File: src/rtl/mem_arbiter.sv
// mem_arbiter: shares one main-memory port between the I-cache refill path
// and the data-memory path. One requester is granted at a time; the winner's
// address, write data and byte enables are latched on the grant edge and held
// on the memory port for the whole transaction. The memory response comes
// back to the owner as a single-cycle ready pulse with combinational data.
//
// Optional feature macro: ARB_ROUND_ROBIN_EN
//   defined   -> on simultaneous requests the side not granted last wins
//                (last-owner bit resets to I, so D wins the first tie).
//   undefined -> fixed D-over-I priority.
//
// Ports:
//   i_clk, i_rst         clock, synchronous active-low reset
//   i_IReq, i_IAddr      I-side refill request/address (held until o_IReady)
//   o_IData, o_IReady    I-side refill block and completion pulse
//   i_DReq, i_DWe, i_DAddr, i_DWData, i_DByteEn
//                        D-side request (held until o_DReady)
//   o_DData, o_DReady    D-side read word and completion pulse
//   o_MemReq, o_MemWe, o_MemAddr, o_MemWData, o_MemByteEn
//                        memory request port (latched fields)
//   i_MemData, i_MemReady memory response block and completion pulse
//   o_Err                sticky watchdog error flag
`ifndef XLEN
`define XLEN 32
`endif

module mem_arbiter #(
  parameter int BLOCK_SIZE = 1,
  parameter int TIMEOUT    = 255
) (
  input  logic                     i_clk,
  input  logic                     i_rst,
  input  logic                     i_IReq,
  input  logic [`XLEN-1:0]         i_IAddr,
  output logic [BLOCK_SIZE*32-1:0] o_IData,
  output logic                     o_IReady,
  input  logic                     i_DReq,
  input  logic                     i_DWe,
  input  logic [`XLEN-1:0]         i_DAddr,
  input  logic [31:0]              i_DWData,
  input  logic [3:0]               i_DByteEn,
  output logic [31:0]              o_DData,
  output logic                     o_DReady,
  output logic                     o_MemReq,
  output logic                     o_MemWe,
  output logic [`XLEN-1:0]         o_MemAddr,
  output logic [31:0]              o_MemWData,
  output logic [3:0]               o_MemByteEn,
  input  logic [BLOCK_SIZE*32-1:0] i_MemData,
  input  logic                     i_MemReady,
  output logic                     o_Err
);

  localparam int CNT_W = (TIMEOUT > 0) ? $clog2(TIMEOUT + 1) : 1;
  localparam bit WD_EN = (TIMEOUT != 0);
  localparam logic [CNT_W-1:0] TO_CNT = CNT_W'((TIMEOUT > 0) ? TIMEOUT - 1 : 0);
  localparam logic [`XLEN-1:0] ALIGN_MASK = ~(`XLEN'(3));

  typedef enum logic [1:0] {
    IDLE    = 2'd0,
    SERVE_I = 2'd1,
    SERVE_D = 2'd2
  } state_e;

  state_e             state_q, state_d;
  logic [`XLEN-1:0]   addr_q, addr_d;
  logic               we_q, we_d;
  logic [31:0]        wdata_q, wdata_d;
  logic [3:0]         be_q, be_d;
  logic [CNT_W-1:0]   cnt_q, cnt_d;
  logic               err_q, err_d;
  logic               grant_i, grant_d;
  logic               wd_fire;
  logic [31:0]        rd_word;
`ifdef ARB_ROUND_ROBIN_EN
  logic               last_d_q, last_d_d;
`endif

  // Word of the returned block addressed by the latched D-side address.
  if (BLOCK_SIZE > 1) begin : g_wsel
    localparam int WS = $clog2(BLOCK_SIZE);
    logic [WS-1:0] w;
    assign w       = addr_q[2 +: WS];
    assign rd_word = i_MemData[{w, 5'b00000} +: 32];
  end else begin : g_wsel1
    assign rd_word = i_MemData[31:0];
  end

  always_ff @(posedge i_clk) begin
    if (!i_rst) begin
      state_q  <= IDLE;
      addr_q   <= '0;
      we_q     <= 1'b0;
      wdata_q  <= '0;
      be_q     <= '0;
      cnt_q    <= '0;
      err_q    <= 1'b0;
`ifdef ARB_ROUND_ROBIN_EN
      last_d_q <= 1'b0;
`endif
    end else begin
      state_q  <= state_d;
      addr_q   <= addr_d;
      we_q     <= we_d;
      wdata_q  <= wdata_d;
      be_q     <= be_d;
      cnt_q    <= cnt_d;
      err_q    <= err_d;
`ifdef ARB_ROUND_ROBIN_EN
      last_d_q <= last_d_d;
`endif
    end
  end

  always_comb begin
    state_d  = state_q;
    addr_d   = addr_q;
    we_d     = we_q;
    wdata_d  = wdata_q;
    be_d     = be_q;
    cnt_d    = cnt_q;
    err_d    = err_q;
`ifdef ARB_ROUND_ROBIN_EN
    last_d_d = last_d_q;
`endif
    grant_i  = 1'b0;
    grant_d  = 1'b0;
    wd_fire  = 1'b0;
    o_IReady = 1'b0;
    o_DReady = 1'b0;
    o_IData  = '0;
    o_DData  = '0;

    case (state_q)
      IDLE: begin
`ifdef ARB_ROUND_ROBIN_EN
        if (i_DReq && i_IReq) begin
          grant_i = last_d_q;
          grant_d = !last_d_q;
        end else begin
          grant_d = i_DReq;
          grant_i = i_IReq;
        end
`else
        grant_d = i_DReq;
        grant_i = i_IReq && !i_DReq;
`endif
        if (grant_d) begin
          state_d  = SERVE_D;
          addr_d   = i_DAddr & ALIGN_MASK;
          we_d     = i_DWe;
          wdata_d  = i_DWData;
          be_d     = i_DByteEn;
          cnt_d    = '0;
`ifdef ARB_ROUND_ROBIN_EN
          last_d_d = 1'b1;
`endif
        end else if (grant_i) begin
          state_d  = SERVE_I;
          addr_d   = i_IAddr & ALIGN_MASK;
          we_d     = 1'b0;
          wdata_d  = '0;
          be_d     = 4'hF;
          cnt_d    = '0;
`ifdef ARB_ROUND_ROBIN_EN
          last_d_d = 1'b0;
`endif
        end
      end

      SERVE_I, SERVE_D: begin
        // A memory response in the timeout cycle wins over the watchdog.
        wd_fire = WD_EN && (cnt_q == TO_CNT) && !i_MemReady;
        if (i_MemReady || wd_fire) begin
          state_d = IDLE;
          if (wd_fire) err_d = 1'b1;
          // Ready is suppressed while reset is being applied.
          if (state_q == SERVE_I) begin
            o_IReady = i_rst;
            if (!wd_fire && i_rst) o_IData = i_MemData;
          end else begin
            o_DReady = i_rst;
            if (!wd_fire && !we_q && i_rst) o_DData = rd_word;
          end
        end else begin
          cnt_d = cnt_q + 1'b1;
        end
      end

      default: state_d = IDLE;
    endcase
  end

  assign o_MemReq    = (state_q != IDLE);
  assign o_MemWe     = we_q;
  assign o_MemAddr   = addr_q;
  assign o_MemWData  = wdata_q;
  assign o_MemByteEn = be_q;
  assign o_Err       = err_q;

endmodule

File: config.mk
export PLATFORM = sky130hd
export DESIGN_NAME = mem_arbiter
export DESIGN_NICKNAME = d
export VERILOG_FILES = /design/src/rtl/mem_arbiter.sv
export SDC_FILE = /design/constraint.sdc
export NUM_CORES = 1
export LEC_CHECK = 0
export CAP_MARGIN = 20
export CORE_MARGIN = 2
export CORE_UTILIZATION = 30
export CTS_BUF_LIST = sky130_fd_sc_hd__clkbuf_2 sky130_fd_sc_hd__clkbuf_4 sky130_fd_sc_hd__clkbuf_8
export DETAILED_ROUTE_END_ITERATION = 8
export PLACE_DENSITY_LB_ADDON = 0.1
export SLEW_MARGIN = 20
export SYNTH_ARGS = -nofsm -noshare
export SYNTH_HDL_FRONTEND = slang
export SYNTH_SLANG_ARGS = --single-unit
File: constraint.sdc
create_clock -name i_clk -period 6.1 [get_ports i_clk]
set_clock_uncertainty 0.1 [all_clocks]
set_input_delay 1.83 -clock i_clk [delete_from_list [all_inputs] [get_ports i_clk]]
set_output_delay 1.83 -clock i_clk [all_outputs]
set_load 0.005 [all_outputs]
# --- Word level (Yosys, flattened, before mapping) ---
# Index checks and enable logic that the tools add are counted.
op_classes:
  addsub: 1
  eq_ne: 6
  n_mux: 30
  reduce_logical: 19
op_table:
  columns: ["operator", "n"]
  rows:
  - ["32-bit 2-to-1 mux", 12]
  - ["8-bit 2-to-1 mux", 3]
  - ["8-bit one-hot mux with 2 select lines", 1]
  - ["8-bit by 1-bit adder with 8-bit output (second input constant)", 1]
  - ["8-bit equality test (second input constant)", 1]
  - ["1-bit 2-to-1 mux", 8]
  - ["4-bit 2-to-1 mux", 2]
  - ["2-bit 2-to-1 mux", 3]
  - ["3-bit AND reduction", 2]
  - ["2-bit nonzero test", 3]
  - ["1-bit logical AND", 5]
  - ["1-bit logical NOT", 4]
  - ["2-bit != test (second input constant)", 2]
  - ["2-bit one-hot mux with 2 select lines", 1]
  - ["2-bit AND reduction", 2]
  - ["3-bit != test (second input constant)", 1]
  - ["2-bit by 1-bit equality test with 1-bit output (second input constant)", 1]
  - ["2-bit equality test (second input constant)", 1]
  - ["2-bit logical NOT", 1]
  - ["2-bit OR reduction", 1]
  - ["1-bit logical OR", 1]
totals:
  regBits: 80
  in_bits: 138

# --- Longest topological paths before layout ---
depth:
  depth_word: 9
  depth_mapped: 7
  ltp_nobuf: 6

# --- Worst setup path after synthesis ---
# OpenSTA, ideal clock, no wires.
synth_timing:
  path_type: "input-to-output"
  from: "input port i_rst"
  to: "output port o_DData[10]"
  arrival_ns: 2.777
  slack_ns: 1.393
  path_stages: 5
  cell_sequence: "buf_2 -> nand2_1 -> nor4b_2 -> clkbuf_1 -> and2_1"
synth_via:
  elab_chain_cells: 5
synth_rtl:
  columns: ["item", "line_no", "text"]
  rows:
  - ["from (decl)", "32", "input logic i_rst,"]
  - ["1-bit logical AND", "183", "if (!wd_fire && !we_q && i_rst) o_DData = rd_word;"]
  - ["32-bit 2-to-1 mux", "183", null]
  - ["32-bit 2-to-1 mux", "178", "if (state_q == SERVE_I) begin"]
  - ["32-bit 2-to-1 mux", "174", "if (i_MemReady || wd_fire) begin"]
  - ["32-bit 2-to-1 mux", "134", "case (state_q)"]
  - ["to (decl)", "42", "output logic [31:0] o_DData,"]
# Every way passes these cells.

# --- Worst setup path after layout ---
layout_timing:
  from: "input port i_MemReady"
  to: "output port o_DData[12]"
layout_via:
  elab_chain_cells: 9
  word_cells_on_any_way: 10
  classes_between: "mux (4); reduce/logical (6)"
layout_rtl:
  columns: ["item", "line_no", "text"]
  rows:
  - ["from (decl)", "50", "input logic i_MemReady,"]
  - ["1-bit logical NOT", "173", "wd_fire = WD_EN && (cnt_q == TO_CNT) && !i_MemReady;"]
  - ["1-bit logical AND", "173", null]
  - ["1-bit logical NOT", "183", null]
  - ["1-bit logical AND (2 in a row)", "183", null]
  - ["32-bit 2-to-1 mux", "183", null]
  - ["32-bit 2-to-1 mux", "178", null]
  - ["32-bit 2-to-1 mux (*)", "174", null]
  - ["32-bit 2-to-1 mux (*)", "134", null]
# Every way passes the cells marked *; elsewhere a longest branch is shown, timed or not.

==> summary.md <==
| Metric | Value |
|---|---|
| Yosys top cell by area | dfxtp_1 |
| Unique masters post-synth | 43 |
| Root Buffer | clkbuf_8 |
| Crit path kind | input port to primary output |
| Port bufs | 268 |
| Largest net degree at the start of global routing | 68 |
| Crit-path most repeated cell | clkdlybuf4s50_1 |
| Clock-pin slew on the worst setup and hold paths | 0.07 ns |
| Top cells by area, synth | dfxtp_1 40%, and2_1 11%, mux2i_1 8.0% |
| Pre-CTS setup slack | 0.496 ns |
| CTS buffer count | 9 |
| Post-route setup TNS | 0 ns |
| Initial antenna violation count | 0 |
| Final setup fails | 0 |
| Number of max-cap violations | 0 |
| NetSw | 0.376 mW |
| Die Wd | 118 um |
| First-pass GRT wire length | 18700 um |
| Vias in the first global route | 3708 |
| H-tree Lvls | 3 |
| Share of cells above drive strength 1 | 0.0538 |
| RSZ-0062 raised after global routing | no |
| DR vias/cell | 4.67 |
| Die area | 13800 um^2 |
| CTS tree | done |
| Final worst path period share | 0.922 |
| Clk buf depth | 2 |
| Sw frac | 0.266 |
| Post-route ant nets | 0 |
| Logic gate share of total power | 0.282 |
| Main synth FF type | dfxtp_1 |
| Die height | 118 um |
| Yosys warns | 0 |
| Worst path required time | 4.17 ns |
| Slowest CP cell | clkdlybuf4s50_1 |
| Drt pass-1 iters | 5 |
| Max-slew headroom | 0.551 |
| Final Slew Violations | 0 |
| Asr flop ratio synth | 0 |
| Flops & latches, synth | 78 |
| Maximum vdd drop | 0.155 mV |
| CTS-repair resized insts | 0 |
| Worst path bufs/invs | 3 |
| Setup Fix Bufs, Post-CTS | 0 |
| CP peak stage delay | 0.62 ns |
| Internal Power | 1.04 mW |
| Post-synth EDFFs | 0 |
| Worst skew pair latency | 0.36 ns |
| Crit. End Element | primary output |
| Delay-heaviest family, CP | buffers and inverters |
| Seq pwr share | 0.412 |
| Clock power frac | 0.306 |
| Nets@finish | 807 |
| Routed vias | 3928 |
| Worst-path maximum fanout | 32 |
| Max Clk Rate | 178 MHz |
| Core area | 12600 um^2 |
| Mapped cell area | 3870 um^2 |
| Routability cong. | 0.788 |
| Row count | 41 |
| Hold Path Class | flip-flop to flip-flop |
| Worst slew pin tran | 0.674 ns |
| Total GRT Usage | 0.167 |
| Status | finished clean |
| Cts hold-fix bufs | 0 |
| Mapped Avg Cell Area | 9.33 um^2 |
| Pleak | 2.87 nW |
| Mapped Cells | 415 |
| Final Hold Vio Count | 0 |
| N_diodes | 0 |
| CP Cell Sequence | clkdlybuf4s50_1 -> nor4b_4 -> buf_4 -> and2_1 -> clkdlybuf4s50_1 |
| Top-area cell type share of the netlist area | 0.403 |
| DR WL/cell | 14.4 um |
| Clock sink count | 78 |
| Final Critical Period | 5.62 ns |
| Iter 0 DRT Violations | 141 |
| Share of the yosys chip area belonging to registers | 0.403 |
| Startpoint Class | input port |
| Number of I/O pins | 275 |
| Drt drc | 0 |
| Initial Util | 0.307 |
| Pwr Density | 206 nW/um^2 |
| DPL Wire Length | 9280 um |
| Critical Path AT | 3.69 ns |
| DRT Wirelength | 12200 um |
| Area Overhead vs Synth | 77.5% |
| GRT overflow | 0 |
| Final worst slack | 0.476 ns |
-- per-stage QoR --
step	hold slack, ns	area (um^2)	std cells	power, mW	utilization
finish	0.397	6870	841	1.42	0.544
global route	0.412	6870	841	1.50	0.544
CTS	0.402	6870	841	1.44	0.544
detailed placement	0.385	6650	826	0.999	0.527
global placement	0.378	6650	826	0.992	0.527
floorplan	0.359	3870	416	0.764	-
-- worst paths after layout --
check	from	cells past startpoint	endpoint	slack, ns
hold / removal	o_MemAddr[30]$_SDFFE_PN0P_	1	o_MemAddr[30]$_SDFFE_PN0P_	0.40
hold reg to reg	o_MemAddr[30]$_SDFFE_PN0P_	1	o_MemAddr[30]$_SDFFE_PN0P_	0.40
setup reg to reg	state_q[1]$_SDFFE_PN0P_	7	o_MemAddr[12]$_SDFFE_PN0P_	3.89
setup / recovery	i_MemReady	5	o_DData[12]	0.48
-- flip-flops by register name, indices dropped and copies added (netlist names) --
signal	cells
cnt_q	8
o_Err	1
o_MemAddr	30
o_MemByteEn	4
o_MemWData	32
o_MemWe	1
state_q	2
-- cells by family (layout without fill, tap and decap cells) --
kind of cell    count (synthesis)  count (layout)  synth area share
simple gates                  164             164             0.242
fa+ha+maj                       4               4            0.0129
flops                          78              78             0.403
other cells                     1               2          0.000969
mux                            31              31            0.0802
buf+inv                        41             294            0.0498
compound gates                 96              96             0.211
-- final cells by class --
type                    count  area [um^2]
inverters                   5         18.8
multi-input cells         297         2130
fillers                  1201         5750
flip-flops and latches     78         1560
clock buffers              10          138
clock inverters             5         82.6
repair buffers            274         2720
well taps                 172          215
-- per-layer routing --
metal  track usage  wire, um
met5             0         0
met2         0.296      6020
met4        0.0535       133
met1         0.184      4920
met3        0.0640      1080
-- power groups by stage --
stage | Combinational, mW | Sequential [mW] | Clock [mW]
finish | 0.400 | 0.584 | 0.433
global route | 0.432 | 0.590 | 0.473
CTS | 0.405 | 0.585 | 0.448
detailed placement | 0.403 | 0.596 | 0
global placement | 0.398 | 0.594 | 0
floorplan | 0.165 | 0.599 | 0
-- cell usage after synthesis (3+ instances only) --
master	n
a21oi_1	7
a22oi_1	33
and2_1	66
and3_1	3
buf_2	16
buf_4	3
clkbuf_1	16
dfxtp_1	78
ha_1	4
inv_1	5
mux2i_1	31
nand2_1	42
nand3_1	4
nor2b_1	35
o211a_1	31
o211ai_1	3
o221a_2	4
-- layout by cell type (no fill, tap or decap), drive strengths merged, types with 3 or more instances in the layout --
cell type | Yosys | layout
o221a | 4 | 4
inv | 5 | 6
nor2b | 35 | 35
buf | 20 | 8
a22oi | 33 | 33
a21oi | 7 | 7
o211ai | 3 | 3
clkbuf | 16 | 10
nand3 | 4 | 4
and2 | 66 | 66
and3 | 3 | 3
mux2i | 31 | 31
nor2 | 3 | 3
o211a | 31 | 31
o21ai | 6 | 6
nand2 | 42 | 42
dfxtp | 78 | 78
clkdlybuf4s50 | 0 | 266
ha | 4 | 4
Power figures use the tool's default switching activity.
